===== config.mk =====
export PLATFORM = sky130hd
export DESIGN_NAME = seq_controller
export DESIGN_NICKNAME = d
export VERILOG_FILES = /design/src/rtl/seq_controller.sv
export SDC_FILE = /design/constraint.sdc
export NUM_CORES = 1
export LEC_CHECK = 0
export BUFFER_PORTS_ARGS = -buffer_cell sky130_fd_sc_hd__buf_4
export CAP_MARGIN = 10
export CORE_UTILIZATION = 45
export CTS_BUF_LIST = sky130_fd_sc_hd__clkbuf_4 sky130_fd_sc_hd__clkbuf_8
export DETAILED_ROUTE_END_ITERATION = 10
export PLACE_DENSITY = 0.8
export SLEW_MARGIN = 5
export SYNTH_ARGS = -nofsm -noshare
export SYNTH_HDL_FRONTEND = slang
export SYNTH_SLANG_ARGS = --single-unit

===== constraint.sdc =====
create_clock -name clk -period 1.4 [get_ports clk]
set_input_delay 0.07 -clock clk [delete_from_list [all_inputs] [get_ports clk]]
set_output_delay 0.07 -clock clk [all_outputs]
set_load 0.05 [all_outputs]

===== src/rtl/seq_controller.sv =====
// Fetch/decode controller: registers program-memory instructions into ir and drives the sequencer's jump controls.
// Optional hardware loop counter (LDC/DJNZ) is built only when SEQ_CTRL_LOOP_EN is defined.
module seq_controller #(
   parameter logic [3:0] OP_JMP      = 4'hE,
   parameter logic [3:0] OP_JNZ      = 4'hF,
   parameter logic [3:0] OP_LDC      = 4'hC,
   parameter logic [3:0] OP_DJNZ     = 4'hB,
   parameter logic [3:0] OP_HALT     = 4'hD,
   parameter int         FLUSH_SLOTS = 1
) (
   input  logic       clk,
   input  logic       sync_reset,
   input  logic [7:0] pm_data,
   input  logic       alu_zero,
   input  logic       alu_zero_we,
   output logic       jmp,
   output logic       jmp_nz,
   output logic       dont_jmp,
   output logic [3:0] jmp_addr,
   output logic [7:0] ir,
   output logic       ir_valid,
   output logic       zflag,
   output logic [3:0] loop_cnt,
   output logic       halted
);

   typedef enum logic [1:0] {
      RUN   = 2'd0,
      FLUSH = 2'd1,
      HALT  = 2'd2
   } state_t;

   state_t     state;
   state_t     state_next;
   logic [1:0] flush_cnt;
   logic [1:0] flush_cnt_next;
   logic [7:0] ir_next;
   logic       ir_valid_next;
   logic [3:0] opcode;
   logic       taken;
   logic       halt_op;

   assign opcode   = ir[7:4];
   assign jmp_addr = ir[3:0];
   assign halted   = (state == HALT);
   assign halt_op  = ir_valid && (opcode == OP_HALT);
   assign taken    = jmp || (jmp_nz && !dont_jmp);

   // Decode sees a bubble as a NOP, so nothing can jump while flushing or halted.
   always_comb begin
      jmp      = 1'b0;
      jmp_nz   = 1'b0;
      dont_jmp = zflag;
      if (ir_valid) begin
         if (opcode == OP_JMP) begin
            jmp = 1'b1;
         end else if (opcode == OP_JNZ) begin
            jmp_nz = 1'b1;
`ifdef SEQ_CTRL_LOOP_EN
         end else if (opcode == OP_DJNZ) begin
            jmp_nz   = 1'b1;
            dont_jmp = (loop_cnt <= 4'd1);
`else
         end else if ((opcode == OP_LDC) || (opcode == OP_DJNZ)) begin
            jmp    = 1'b0;
            jmp_nz = 1'b0;
`endif
         end
      end
   end

   always_comb begin
      state_next     = state;
      flush_cnt_next = flush_cnt;
      ir_next        = ir;
      ir_valid_next  = ir_valid;
      case (state)
         RUN: begin
            if (halt_op) begin
               state_next    = HALT;
               ir_next       = 8'h00;
               ir_valid_next = 1'b0;
            end else if (taken) begin
               // The wrong-path fetch arriving now is the first bubble.
               state_next     = FLUSH;
               flush_cnt_next = 2'(FLUSH_SLOTS - 1);
               ir_next        = 8'h00;
               ir_valid_next  = 1'b0;
            end else begin
               ir_next       = pm_data;
               ir_valid_next = 1'b1;
            end
         end
         FLUSH: begin
            if (flush_cnt == 2'd0) begin
               state_next    = RUN;
               ir_next       = pm_data;
               ir_valid_next = 1'b1;
            end else begin
               flush_cnt_next = flush_cnt - 2'd1;
               ir_next        = 8'h00;
               ir_valid_next  = 1'b0;
            end
         end
         HALT: begin
            ir_next       = 8'h00;
            ir_valid_next = 1'b0;
         end
         default: begin
            state_next    = RUN;
            ir_next       = 8'h00;
            ir_valid_next = 1'b0;
         end
      endcase
   end

   always_ff @(posedge clk) begin
      if (sync_reset) begin
         state     <= RUN;
         flush_cnt <= 2'd0;
         ir        <= 8'h00;
         ir_valid  <= 1'b0;
      end else begin
         state     <= state_next;
         flush_cnt <= flush_cnt_next;
         ir        <= ir_next;
         ir_valid  <= ir_valid_next;
      end
   end

   // JNZ decodes from the current flag; a write this cycle shows up next cycle.
   always_ff @(posedge clk) begin
      if (sync_reset) begin
         zflag <= 1'b0;
      end else if (alu_zero_we) begin
         zflag <= alu_zero;
      end
   end

`ifdef SEQ_CTRL_LOOP_EN
   // Counter saturates at zero so DJNZ on 0 or 1 falls through without wrapping.
   always_ff @(posedge clk) begin
      if (sync_reset) begin
         loop_cnt <= 4'h0;
      end else if (ir_valid && (opcode == OP_LDC)) begin
         loop_cnt <= ir[3:0];
      end else if (ir_valid && (opcode == OP_DJNZ)) begin
         loop_cnt <= (loop_cnt >= 4'd2) ? (loop_cnt - 4'd1) : 4'h0;
      end
   end
`else
   assign loop_cnt = 4'h0;
`endif

endmodule

Word level (Yosys, flattened, before mapping)
Index checks and enable logic that the tools add are counted.
- flip-flop bits (word level): 14
- input bits: 12
- output and inout bits: 22
- word-level logic and storage cells: 47
- $add $sub $neg: 1
- bitwise gates (word level): 1
- multiplexer cells: 21
- reduce and logical (&&, ||, !) cells: 9
- eq/ne operators: 10
- operator list (kind ; count):
    two-way mux 8 bit ; 3
    case mux 8 bit (2 select lines) ; 1
    equality test 4 bit, second input constant ; 3
    two-way mux 2 bit ; 6
    two-way mux 1 bit ; 8
    inequality test 2 bit, second input constant ; 4
    case mux 2 bit (3 select lines) ; 1
    zero test 2 bit ; 2
    case mux 2 bit (2 select lines) ; 1
    AND reduction 4 bit ; 1
    inequality test 3 bit, second input constant ; 1
    AND reduction 3 bit ; 1
    equality test 2 x 1 -> 1 bit, second input constant ; 1
    equality test 2 bit, second input constant ; 1
    logical AND 1 bit ; 2
    case mux 1 bit (2 select lines) ; 1
    nonzero test 2 bit ; 1
    subtractor 2 x 1 -> 2 bit, second input constant ; 1
    zero test 1 bit ; 1
    logical OR 1 bit ; 1
    NOT 1 bit ; 1

Longest topological paths before layout
Gate-level depths: netlist of the first run.
- depth in word-level cells: 9
- mapped depth: 5
- mapped depth without buffers: 5

Least setup slack after synthesis of the first run
OpenSTA, ideal clock, no wires.
- kind: flip-flop to output port
- start: register ir[5]
- end: output jmp
- slack: -0.361 ns
- arrival time: 1.691 ns
- cell stages (with the launch flop): 3
- required time: 1.330 ns
- path buffers: 0
- path through: dfxtp_1 nand4_2 nor2_1
- longest elaborated chain between the ends: 3
- ends and longest elaborated chain (what ; line ; RTL):
    from (decl) ; 20 ; output logic [7:0] ir,
    from (signal assigned) ; 126 ; ir <= ir_next;
    equality test 4 bit ; 55 ; if (opcode == OP_JMP) begin
    two-way mux 1 bit ; 55 ;
    two-way mux 1 bit ; 54 ; if (ir_valid) begin
    to (decl) ; 16 ; output logic jmp,
No other way between the ends.

Final worst setup path of the first run
Ends and elaborated chain as after synthesis.

==> impl_metrics.py, run 1 <==
metrics = {
    "status": {
        "status": "completed",
    },
    "floorplanning": {
        "io_pins": 34,
        "rows": 13,
        "dieArea_um2": 1570,
        "die_h_um": 39.6,
        "core_region_area_um2": 1300,
        "fp.dieW_um": 39.6,
        "start_util_pct": 48.9,
    },
    "finish": {
        "antenna_cells": 0,
        "fill_cells": 106,
        "fin_nets": 118,
        "final_layout_size_suffix_gt1_share_pct": 47.1,
        "seq_area_um2": 290,
        "multiInputGateArea_um2": 305,
        "final_common_cell": "buf_4",
        "layout.cells.non_filler": 119,
        "area_delta_synth_final_pct": 50.5,
        "final_cell_mix": "buf_4 (31), nand2_1 (10), nor3_1 (9)",
    },
    "place": {
        "gp_congestion": 0.664,
        "dp_slack_ns": 0.101,
        "port_buffers": 29,
        "hpwl_um": 949,
        "place_inst": 109,
    },
    "global_route": {
        "grt.overflow.total": 0,
        "antenna_found_initial": 0,
        "grt_max_degree": 11,
        "grt_use_total_pct": 20.0,
        "grt_pass1_wl_mm": 1.99,
        "first_global_vias": 446,
    },
    "route": {
        "avgRoutedWirePerCell_um": 11.6,
        "viasPerCell": 4.74,
        "route.detailed.drc": 0,
        "drtIter0Drc": 9,
        "dr.pass1.iters": 2,
        "vias": 564,
        "routed_wl_mm": 1.38,
        "ant_nets": 0,
    },
    "yosys": {
        "synth_seq_cells": 14,
        "syn_area_um2": 637,
        "synth.avg_cell_area_um2": 9.10,
        "ys_seq_area_share_pct": 44.0,
        "synth_cells": 70,
        "synth_warnings": 0,
        "synth.distinct_cells": 24,
    },
    "timing": {
        "finalSetupTns_ns": 0,
        "skew_ns": 0.00469,
        "timing.hold.ws_ns": 0.00494,
        "min_period_ns": 1.32,
        "grt_setup_unrepaired": "no",
        "hold_viol": 0,
        "drv_slew": 0,
        "setup_viol": 0,
        "timing.fmax_ghz": 0.760,
        "layout_setup_ws_ns": 0.0838,
        "post-route-period-util_pct": 94.0,
    },
    "cts": {
        "h-tree-depth": 1,
        "clkTransAtPathRegs_ns": 0.08,
        "clockBufferDepth": 2,
        "clock_sinks": 14,
        "post_cts_buffers": 0,
        "cts-root-buf": "clkbuf_4",
        "cts_tree": "built",
        "insertion_delay_ns": 0.28,
        "cts_buffers": 3,
    },
    "power": {
        "clock_power_share_pct": 30.7,
        "pwr-share-comb_pct": 23.3,
        "ir_worst_vdd_mv": 0.687,
        "internal_power_mw": 0.647,
        "p_leak_nw": 0.446,
        "p_per_area_nw_per_um2": 984,
        "p_sw_mw": 0.296,
        "switching_share_pct": 31.4,
        "seqPwrFrac_pct": 46.0,
    },
    "hold_path": {
        "min_path_type": "in -> reg",
    },
    "job": {
        "cap_violations": 0,
    },
    "worst_setup_path": {
        "arrival_ns": 1.25,
        "crit_required_ns": 1.33,
        "critPathCaptureType": "primary output",
        "crit_type": "reg -> out",
        "crit_path_start_kind": "register",
        "crit_fanout": 4,
    },
}
[through the flow]
stage	total power [mW]	cell area [µm²]	util (%)
finish	0.943	958	73.7
global route	0.983	958	73.7
CTS	0.957	955	73.4
detailed placement	0.648	850	65.3
global placement	0.646	850	65.3
floorplan	0.597	669	-
[cell families after synthesis]
| family | synth area share [%] |
|---|---|
| AOI/OAI and AO/OA | 10.8 |
| adders and majority gates | 1.96 |
| buffers and inverters | 13.6 |
| DFF | 44.0 |
| muxes | 1.57 |
| other | 0.589 |
| and+or+nand+nor | 27.5 |
[sequential cells by signal, summed over array words and instances, names as in the netlist]
name	cells
ir	8
flush_cnt	2
ir_valid	1
state	2
dont_jmp	1
[power groups by stage]
| stage | Clock (mW) | Sequential (mW) | Combinational (mW) |
|---|---|---|---|
| floorplan | 0 | 0.499 | 0.0988 |
| global placement | 0 | 0.441 | 0.205 |
| detailed placement | 0 | 0.443 | 0.206 |
| CTS | 0.301 | 0.436 | 0.220 |
| global route | 0.315 | 0.437 | 0.231 |
| finish | 0.290 | 0.434 | 0.220 |
[synth_stat cells, drive strengths merged]
cell type  number  area share, %
dfxtp          14             44
nand2          10            5.9
buf             9             11
nor3            9            7.1
nor2            5            3.3
inv             4            2.4
nor4            2            4.3
o211ai          2            2.4
o31a            2            2.8
a21o            1            1.4
a21oi           1           0.79
a31oi           1           0.98
and2            1           0.98
clkbuf          1           0.59
conb            1           0.59
ha              1            2.0
mux2i           1            1.6
nand2b          1            2.2
nand3           1           0.79
nand4           1            2.0
o21ai           1            2.6
or3             1           0.98
[what timing repair did]
item / 4_1_cts / 5_1_grt
gates resized for setup: 1 / 2
endpoints found under the hold margin: 10 / 0
hold buffers: 6 / 0
setup endpoints to repair: 2 / 3
[worst max-delay path: stages (launching register included)]
cell and delay (ns):
dfxtp_4 0.40, nand4_4 0.12, buf_4 0.18, nor2_4 0.06, buf_4 0.19
[layout make-up]
cell class | instances | area share, %
clock buffer | 4 | 3.79
inverter | 4 | 1.57
multi-input combinational | 45 | 31.9
sequential | 14 | 30.3
tap | 15 | 1.96
timing repair buffer | 37 | 30.5
[layer usage]
| layer | track usage [%] | wire length, µm |
|---|---|---|
| met4 | 12.9 | 17 |
| met5 | 0 | 0 |
| met3 | 5.11 | 67 |
| met1 | 23.9 | 576 |
| met2 | 31.1 | 718 |
[worst paths after layout]
check / start / to / slack, ns / cells past startpoint
setup / recovery: ir[5] / jmp / 0.08 / 4
hold / removal: pm_data[1] / ir[1] / 0.005 / 3
setup reg to reg: flush_cnt[0] / flush_cnt[0] / 0.11 / 5
hold reg to reg: flush_cnt[1] / flush_cnt[1] / 0.51 / 2
Power figures use the tool's default switching activity.
==> inputs of run 2 (changes only) <==
--- a/config.mk
+++ b/config.mk
@@ -5,12 +5,12 @@
 export SDC_FILE = /design/constraint.sdc
 export NUM_CORES = 1
 export LEC_CHECK = 0
-export BUFFER_PORTS_ARGS = -buffer_cell sky130_fd_sc_hd__buf_4
 export CAP_MARGIN = 10
-export CORE_UTILIZATION = 45
+export CORE_AREA = 2 2 39 41
 export CTS_BUF_LIST = sky130_fd_sc_hd__clkbuf_4 sky130_fd_sc_hd__clkbuf_8
 export DETAILED_ROUTE_END_ITERATION = 10
-export PLACE_DENSITY = 0.8
+export DIE_AREA = 0 0 41 43
+export DONT_BUFFER_PORTS = 1
 export SLEW_MARGIN = 5
 export SYNTH_ARGS = -nofsm -noshare
 export SYNTH_HDL_FRONTEND = slang
==> run 2 against run 1 <==
Net effect: clock skew rose by 0.0026 ns; register-to-register slack got worse by 0.03 ns; total power fell by 1.3%; clock power rose by 3%; global-route usage fell by 2.0 points; critical path type unchanged.
==> impl_metrics.py, run 2 (synthesized netlist as in run 1, its figures left out) <==
metrics = {
    "status": {
        "status": "completed",
    },
    "global_route": {
        "grt_max_degree": 11,
        "grt_pass1_wl_mm": 2.10,
        "grt.overflow.total": 0,
        "first_global_vias": 503,
        "grt_use_total_pct": 18.0,
        "antenna_found_initial": 0,
    },
    "timing": {
        "hold_viol": 0,
        "grt_setup_unrepaired": "no",
        "timing.fmax_ghz": 0.749,
        "max_slew_margin_pct": 66.5,
        "layout_setup_ws_ns": 0.0649,
        "setup_viol": 0,
        "tightest_slew_ns": 0.499,
        "min_period_ns": 1.34,
        "drv_slew": 0,
        "timing.hold.ws_ns": 0.438,
        "post-route-period-util_pct": 95.4,
        "finalSetupTns_ns": 0,
        "skew_ns": 0.00726,
    },
    "finish": {
        "fin_util_pct": 62.6,
        "largest_reg_flops": 8,
        "regMostFlops": "ir",
        "final_layout_size_suffix_gt1_share_pct": 34.4,
        "layout.cells.non_filler": 106,
        "fill_cells": 121,
        "area_delta_synth_final_pct": 36.0,
        "reg.largest.list": "ir x8, flush_cnt x2, state x2",
        "postLayoutCellArea_um2": 866,
        "antenna_cells": 0,
        "final_cell_mix": "buf_4 (12), dlygate4sd3_1 (11), nand2_1 (10)",
        "final_common_cell": "buf_4",
        "fin_nets": 104,
    },
    "place": {
        "placed_cell_area_um2": 708,
        "place_inst": 91,
        "gp_congestion": 0.726,
        "dp_slack_ns": 0.0657,
        "port_buffers": 0,
        "hpwl_um": 849,
    },
    "route": {
        "vias": 527,
        "routed_wl_mm": 1.32,
        "ant_nets": 0,
        "viasPerCell": 4.97,
        "drtIter0Drc": 13,
        "avgRoutedWirePerCell_um": 12.5,
        "dr.pass1.iters": 4,
        "route.detailed.drc": 0,
    },
    "worst_setup_path": {
        "r2r_cells": 5,
        "crit_required_ns": 1.33,
        "critPathCaptureType": "primary output",
        "arrival_ns": 1.27,
        "crit_path_start_kind": "register",
        "crit_fanout": 4,
        "crit_type": "reg -> out",
    },
    "cts": {
        "post_cts_buffers": 0,
        "clkTransAtPathRegs_ns": 0.10,
        "cts-root-buf": "clkbuf_4",
        "cts_tree": "built",
        "h-tree-depth": 1,
        "cts_buffers": 3,
        "insertion_delay_ns": 0.28,
        "clockBufferDepth": 2,
        "clock_sinks": 14,
    },
    "power": {
        "power.total_mw": 0.931,
        "ir_worst_vdd_mv": 0.643,
        "p_leak_nw": 0.372,
        "p_per_area_nw_per_um2": 1070,
    },
    "hold_path": {
        "min_path_type": "in -> reg",
        "hold_depth": 3,
    },
    "floorplanning": {
        "start_util_pct": 46.0,
        "die_h_um": 43,
        "dieArea_um2": 1760,
        "io_pins": 34,
        "rows": 14,
        "fp.dieW_um": 41,
        "core_region_area_um2": 1380,
    },
    "job": {
        "cap_violations": 0,
    },
}
## run 2: changes by cell type in the layout (fill, tap and decap cells not counted), sizes merged
cell	previous run	this run
dlygate4sd3	6	11
buf	31	12
## run 2: power breakdown
| part | leakage [nW] | switching (mW) | internal, mW |
|---|---|---|---|
| logic | 0.234 | 0.146 | 0.0526 |
| registers | 0.118 | 0.0149 | 0.417 |
| clock network | 0.0210 | 0.142 | 0.158 |
## run 2: layer usage
layer,vias to the layer above,track usage (%),part of all wire (%)
li1,270,-,-
met1,240,22.1,42
met2,15,26.6,51
met3,2,4.19,5.4
met4,0,12.0,1.1
met5,-,0,0
## run 2: what timing repair did
item / CTS / global route
pin swaps: 1 / 1
endpoints found under the hold margin: 13 / 0
hold buffers: 11 / 0
endpoints found under the setup margin: 1 / 2
gates resized for setup: 1 / 2
## run 2: cell type report
cell class	count	area [µm²]	share of cell area [%]
multi-input combinational	45	305	35.3
inverter	4	15.0	1.73
clock buffer	4	36.3	4.19
timing repair buffer	23	200	23.1
tap	16	20.0	2.31
sequential	14	289	33.4
## run 2: worst paths after layout
kind                              startpoint           end  slack (ns)
worst min register to register  flush_cnt[1]  flush_cnt[1]        0.52
worst min-delay path              pm_data[4]         ir[4]        0.44
worst max register to register  flush_cnt[0]  flush_cnt[0]        0.08
worst max-delay path                   ir[5]           jmp        0.06
## run 2: worst max-delay path: stages (launching register included)
cell	delay [ns]
dfxtp_2	0.40
nand4_4	0.13
buf_4	0.18
nor2_4	0.27
